File: src/rtl/multicycle_alu.sv
`default_nettype none
// ============================================================================
//  Module   : multicycle_alu
//  Brief    : Execute-stage ALU with valid/ready handshakes; shifts iterate
//             SHIFT_STEP bits per cycle instead of using a barrel shifter.
//  Revision : 1.0  initial release
// ============================================================================
module multicycle_alu #(
   parameter int DATA_WIDTH = 32,
   parameter int SHIFT_STEP = 1
) (
   input  logic                  clk,
   input  logic                  reset,
   input  logic                  in_valid,
   output logic                  in_ready,
   input  logic [3:0]            Operation,
   input  logic [DATA_WIDTH-1:0] SrcA,
   input  logic [DATA_WIDTH-1:0] SrcB,
   output logic                  out_valid,
   input  logic                  out_ready,
   output logic [DATA_WIDTH-1:0] ALUResult,
   output logic                  Zero
);

   localparam int              SHW    = $clog2(DATA_WIDTH);
   localparam logic [SHW-1:0]  C_STEP = SHW'(SHIFT_STEP);

   localparam logic [1:0] S_IDLE  = 2'd0;
   localparam logic [1:0] S_SHIFT = 2'd1;
   localparam logic [1:0] S_DONE  = 2'd2;

   localparam logic [3:0] OP_AND = 4'b0000;
   localparam logic [3:0] OP_OR  = 4'b0001;
   localparam logic [3:0] OP_ADD = 4'b0010;
   localparam logic [3:0] OP_SUB = 4'b0011;
   localparam logic [3:0] OP_SLL = 4'b0100;
   localparam logic [3:0] OP_SRL = 4'b0101;
   localparam logic [3:0] OP_SRA = 4'b0111;
   localparam logic [3:0] OP_EQ  = 4'b1000;
   localparam logic [3:0] OP_SLT = 4'b1100;

   logic [1:0]            state_q,  state_d;
   logic [DATA_WIDTH-1:0] result_q, result_d;
   logic [DATA_WIDTH-1:0] acc_q,    acc_d;
   logic [SHW-1:0]        rem_q,    rem_d;
   logic [3:0]            op_q,     op_d;
   logic                  sign_q,   sign_d;

   logic                  w_accept;
   logic                  w_is_shift;
   logic [SHW-1:0]        w_shamt;
   logic [DATA_WIDTH-1:0] w_alu;
   logic [SHW-1:0]        w_step;
   logic                  w_last;
   logic [DATA_WIDTH-1:0] w_shifted;

   assign w_accept   = in_valid && in_ready;
   assign w_shamt    = SrcB[SHW-1:0];
   assign w_is_shift = (Operation == OP_SLL) || (Operation == OP_SRL) ||
                       (Operation == OP_SRA);

   // Single-cycle result; undefined codes fall through to zero.
   always_comb begin
      w_alu = '0;
      case (Operation)
         OP_AND:  w_alu = SrcA & SrcB;
         OP_OR:   w_alu = SrcA | SrcB;
         OP_ADD:  w_alu = SrcA + SrcB;
         OP_SUB:  w_alu = SrcA - SrcB;
         OP_EQ:   w_alu = {{(DATA_WIDTH-1){1'b0}}, (SrcA == SrcB)};
         OP_SLT:  w_alu = {{(DATA_WIDTH-1){1'b0}}, ($signed(SrcA) < $signed(SrcB))};
         default: w_alu = '0;
      endcase
   end

   assign w_step = (rem_q > C_STEP) ? C_STEP : rem_q;
   assign w_last = (rem_q <= C_STEP);

   // SRA fills from the sign captured at accept, not from the running accumulator.
   always_comb begin
      w_shifted = acc_q;
      case (op_q)
         OP_SLL:  w_shifted = acc_q << w_step;
         OP_SRL:  w_shifted = acc_q >> w_step;
         OP_SRA:  w_shifted = (acc_q >> w_step) |
                              (sign_q ? ~({DATA_WIDTH{1'b1}} >> w_step) : '0);
         default: w_shifted = acc_q;
      endcase
   end

   // State register
   always_ff @(posedge clk or negedge reset) begin
      if (!reset) begin
         state_q <= S_IDLE;
      end else begin
         state_q <= state_d;
      end
   end

   // Next-state logic
   always_comb begin
      state_d = state_q;
      case (state_q)
         S_IDLE: begin
            if (w_accept) begin
               state_d = (w_is_shift && (w_shamt != '0)) ? S_SHIFT : S_DONE;
            end
         end
         S_SHIFT: begin
            if (w_last) begin
               state_d = S_DONE;
            end
         end
         S_DONE: begin
            if (out_ready) begin
               state_d = S_IDLE;
            end
         end
         default: state_d = S_IDLE;
      endcase
   end

   // Datapath next values
   always_comb begin
      result_d = result_q;
      acc_d    = acc_q;
      rem_d    = rem_q;
      op_d     = op_q;
      sign_d   = sign_q;
      case (state_q)
         S_IDLE: begin
            if (w_accept) begin
               if (!w_is_shift) begin
                  result_d = w_alu;
               end else if (w_shamt == '0) begin
                  result_d = SrcA;
               end else begin
                  acc_d  = SrcA;
                  rem_d  = w_shamt;
                  op_d   = Operation;
                  sign_d = SrcA[DATA_WIDTH-1];
               end
            end
         end
         S_SHIFT: begin
            acc_d = w_shifted;
            rem_d = rem_q - w_step;
            if (w_last) begin
               result_d = w_shifted;
            end
         end
         default: ;
      endcase
   end

   always_ff @(posedge clk or negedge reset) begin
      if (!reset) begin
         result_q <= '0;
         acc_q    <= '0;
         rem_q    <= '0;
         op_q     <= '0;
         sign_q   <= 1'b0;
      end else begin
         result_q <= result_d;
         acc_q    <= acc_d;
         rem_q    <= rem_d;
         op_q     <= op_d;
         sign_q   <= sign_d;
      end
   end

   // Outputs; in_ready is gated by reset so it drops the instant reset asserts.
   always_comb begin
      in_ready  = (state_q == S_IDLE) && reset;
      out_valid = (state_q == S_DONE);
      ALUResult = result_q;
      Zero      = (result_q == '0);
   end

endmodule
`default_nettype wire

File: config.mk
export PLATFORM = sky130hd
export DESIGN_NAME = multicycle_alu
export DESIGN_NICKNAME = d
export VERILOG_FILES = /design/src/rtl/multicycle_alu.sv
export SDC_FILE = /design/constraint.sdc
export NUM_CORES = 1
export LEC_CHECK = 0
export ABC_AREA = 1
export BUFFER_PORTS_ARGS = -buffer_cell sky130_fd_sc_hd__clkbuf_2
export CAP_MARGIN = 20
export CORE_UTILIZATION = 45
export CTS_CLUSTER_DIAMETER = 60
export DETAILED_ROUTE_END_ITERATION = 16
export PLACE_DENSITY = 0.74
export SLEW_MARGIN = 25
export SYNTH_ARGS = -nofsm -noshare
export SYNTH_HDL_FRONTEND = slang
export SYNTH_SLANG_ARGS = --single-unit
File: constraint.sdc
create_clock -name clk -period 4.6 [get_ports clk]
set_clock_uncertainty 0.15 [all_clocks]
set_input_delay 0.23 -clock clk [delete_from_list [all_inputs] [get_ports clk]]
set_output_delay 0.23 -clock clk [all_outputs]
set_load 0.1 [all_outputs]
; Word level (Yosys, flattened, before mapping)
; Cells that the tools add are included.
[op_classes]
add_sub_neg = 3
order_cmp = 3
n_eq_ne = 20
shift = 3
n_mux = 22
bitwise_logic = 5
n_reduce_logical = 15
[ops]
columns = cell, n
row1 = 32-bit two-way mux, 8
row2 = 32-bit one-hot mux with 6 select lines, 1
row3 = 32-bit one-hot mux with 2 select lines, 2
row4 = 32-bit one-hot mux with 3 select lines, 1
row5 = 32-bit bitwise OR, 2
row6 = 32-bit adder, 1
row7 = 32-bit bitwise AND, 1
row8 = 32-bit equality test, 1
row9 = 32-bit logical NOT, 1
row10 = 32-bit less-than comparator, 1
row11 = 32-bit inverter, 1
row12 = 32-bit by 5-bit << shifter with 32-bit output, 1
row13 = 32-bit by 5-bit >> shifter with 32-bit output, 1
row14 = "32-bit by 5-bit >> shifter with 32-bit output, first input constant", 1
row15 = 32-bit subtractor, 1
row16 = "4-bit by 3-bit equality test with 1-bit output, second input constant", 6
row17 = 5-bit two-way mux, 4
row18 = 4-bit AND reduction, 3
row19 = 5-bit one-hot mux with 2 select lines, 1
row20 = "4-bit by 2-bit equality test with 1-bit output, second input constant", 2
row21 = "4-bit equality test, second input constant", 2
row22 = 2-bit two-way mux, 4
row23 = "2-bit != test, second input constant", 4
row24 = 2-bit one-hot mux with 3 select lines, 1
row25 = other kinds (17), 20
[word_totals]
reg_bits = 76
inputBits = 72
out_inout_bits = 35
word_cells = 77

; Logic depth before layout (Yosys ltp)
[logic_depth]
word_depth = 9
mapped_depth = 17
mapped_depth_nobuf = 17

; Least setup slack after synthesis
; Ideal clock, no wire load.
[synth_timing]
path_type = register -> output
from = register result_q[27] (netlist: ALUResult[27])
to = output port Zero
arrival_ns = 2.498
t_required_ns = 4.220
slack_ns = 1.722
stages_incl_launch_ff = 6
n_path_buf = 0
cell_sequence = dfrtp_1 -> inv_1 -> nand3_1 -> nor3_1 -> nand3_1 -> nor2_1
[synth_via]
elab_chain_len = 1
[synth_lines]
columns = item, line
row1 = start: declaration, 43  ; logic [DATA_WIDTH-1:0] result_q, result_d;
row2 = start signal: assignment, 164  ; result_q <= result_d;
row3 = 32-bit logical NOT, 177  ; Zero = (result_q == '0);
row4 = end: declaration, 22  ; output logic Zero
; Every way passes these cells.

; Final worst setup path
[layout_timing]
from = register state_q[0]
to = register result_q[21] (netlist: ALUResult[21])
[layout_via]
elab_chain_len = 5
word_cells_on_any_way = 10
cone_classes = 4 x eq/ne / 1 x mux / 5 x reduce/logical
[layout_lines]
columns = item, line
row1 = start: declaration, 42  ; logic [1:0] state_q, state_d;
row2 = start signal: assignment, 96  ; state_q <= state_d;
row3 = 2-bit logical NOT, "130, 174"
row4 = 1-bit logical AND, 174  ; in_ready = (state_q == S_IDLE) && reset;
row5 = 1-bit logical AND, 57  ; assign w_accept = in_valid && in_ready;
row6 = 2-bit != test (no source line), -
row7 = 4-bit AND reduction (no source line), -
; Parallel ways exist; a longest one is shown, timed or not.
; A chain may end at the register's enable or synchronous reset.

==> metrics.csv <==
metric,value,unit
status,finished clean,
clock-pin slew on the worst setup and hold paths,0.06,ns
cell count of the worst hold path,3,
max-cap violation count,0,
Slew @ Worst Pin,0.9123,ns
"Top FF cell, synth",dfrtp_1,
"commonest cells after routing, fill and taps aside","nand2_1, inv_1, nor2_1",
Die X-Extent,157.0,um
Total Die Area,0.02465,sq mm
Yosys top cell by area,nand2_1,
CTS tree,done,
Post-CTS Setup Inserts,0,
Nets,2117,
synth unique cells,53,
CTS Buffer Depth,2,
period utilisation layout,0.6799,
share of the synthesized area in the top cell type,0.1934,
Final min period,3.127,ns
RSZ-0062 raised after global routing,false,
CP required,4.71,ns
Row Count,56,
Pwr Total,5600,uW
first-pass detailed-route iteration total,8,
Syn Nets,2062,
Residual DRC,0,
setup violators final,0,
setup ws final,1.473,ns
clk root buf,clkbuf_16,
Setup crit start kind,flop,
Core Footprint,0.02354,sq mm
Detailed Route Iter0 Violations,1205,
Yosys reg bits,76,
Vias,12400,
post-route ant nets,0,
crit path kind,reg2reg,
largest net degree at the start of global routing,77,
pre-CTS setup slack,1.496,ns
critical-path maximum fanout,51,
sequential share of the synthesized area,0.1759,
Synth area leaders,"nand2_1, dfrtp_1, inv_1, ha_1, nand3_1",
Tot GR Track Use,0.3262,
Routed WL per cell,17.39,um
YS warnings,0,
Clock Sink Count,76,
initial antenna violation count,0,
max-slew violations,0,
Leakage,0.006796,uW
Crit. End Element,flop,
Max transition margin,0.3909,
Initial Utilization,0.4593,
Synth Instances,1888,
Max Fclk,319.8,MHz
syn avg cell area,5.727,sq um
routability congestion estimate,1.039,
H-tree levels,3,
I/O Buffers,106,
setup_tns,0,ns
Critical Path AT,3.24,ns
reg-to-reg setup timing slack,1.47,ns
number of global-route vias before repair,11560,
Hold Buf Count CTS,1,
via density per instance,5.474,
DPL Wire Length,31.73,mm
Post-synth ARST share,1.000,
Die Span Y,157.0,um
Worst Reg-to-Reg Cells,9,
"most common cell after layout, fill and taps aside",nand2_1,
Layout area overhead,8.979,%
number of synthesized flops with an enable pin,0,
Antenna Cells,0,
clk_lat worst skew,0.34,ns
Top-Level Pins,107,
post-cts resize count,0,
"Core Util, Final",0.5005,
Hold Fails Final Rpt,0,
first-pass GRT wire length,61.65,mm
total wire length,39.41,mm
power per cell area,475.3,mW/mm^2
TritonCTS buffer count,9,
post-synthesis cell area,0.01081,sq mm
Max VDD drop,0.5817,mV
min-delay worst type,in2reg,
GRT overflow,0,
share of cells above drive strength 1,0.08218,
## where the power goes
group	internal (uW)	leakage (uW)	switching, uW
Clock	501	0.000158	278
Sequential	1000	0.000878	284
Combinational	851	0.00576	2680
Total	2350	0.00680	3250
## Yosys cell counts (all sizes together) (2+ instances only)
library cell and count:
and3 3, a22oi 3, inv 376, o22ai 33, o21ai 101, nand4 15
clkinv 2, o211ai 17, nand3 130, o21a 4, a21oi 101, fa 2
a211oi 6, nand3b 8, nand2 558, dfrtp 76, o221ai 5, buf 45
o21bai 4, nor2 171, a21boi 13, nor4 11, clkbuf 26, a2bb2oi 6
xor2 3, ha 100, nor3 22, or2 12, a31oi 27
## per-stage QoR
stage	cell area, sq um	instances	hold WS [ns]
global route	11780	2266	0.08942
global placement	11430	2249	0.2618
detailed placement	11430	2249	0.2645
floorplan	10810	1888	-0.2156
CTS	11770	2265	0.05115
finish	11780	2266	0.08278
## logic make-up after synthesis
logic type      synth area share
simple gates              0.3613
buf+inv                   0.1657
compound gates            0.1753
fa+ha+maj                 0.1194
flops                     0.1759
xor+xnor                0.002430
## metal layers
metal	up-vias	share of wire	track usage
met4	0	0.054	0.1623
li1	6071	-	-
met2	572	0.45	0.5376
met1	5658	0.41	0.4146
met3	102	0.082	0.04873
met5	-	0	0
## final cells by class
cell class,count,area (sq um)
clock buffer,11,252.7
tap,319,399.1
inverter,378,1424
multi-input combinational,1363,7124
timing repair buffer,115,609.3
clock inverter,4,72.57
fill,2581,11760
sequential,76,1902
## worst max-delay path, stage by stage (launching register included)
cell      delay, ns
dfrtp_1        0.47
inv_2          0.07
nor2_4         0.54
inv_2          0.57
buf_4          0.45
a31oi_1        0.21
o21ai_0        0.12
a21oi_1        0.23
nor2_1         0.06
a21boi_1       0.15
## worst paths after layout
kind / endpoint / startpoint
min in group asynchronous: ALUResult[5]$_DFFE_PN0P_ / reset
max in group asynchronous: ALUResult[24]$_DFFE_PN0P_ / reset
max: ALUResult[21]$_DFFE_PN0P_ / state_q[0]$_DFFE_PN0P_
max reg2reg: ALUResult[21]$_DFFE_PN0P_ / state_q[0]$_DFFE_PN0P_
min: acc_q[0]$_DFFE_PN0P_ / SrcA[0]
min reg2reg: sign_q$_DFFE_PN0P_ / sign_q$_DFFE_PN0P_
## state kept, by name, indices dropped and copies added, names as in the netlist
name and count:
rem_q 5, op_q 4, sign_q 1, ALUResult 32, state_q 2, acc_q 32
Power figures use the tool's default switching activity.
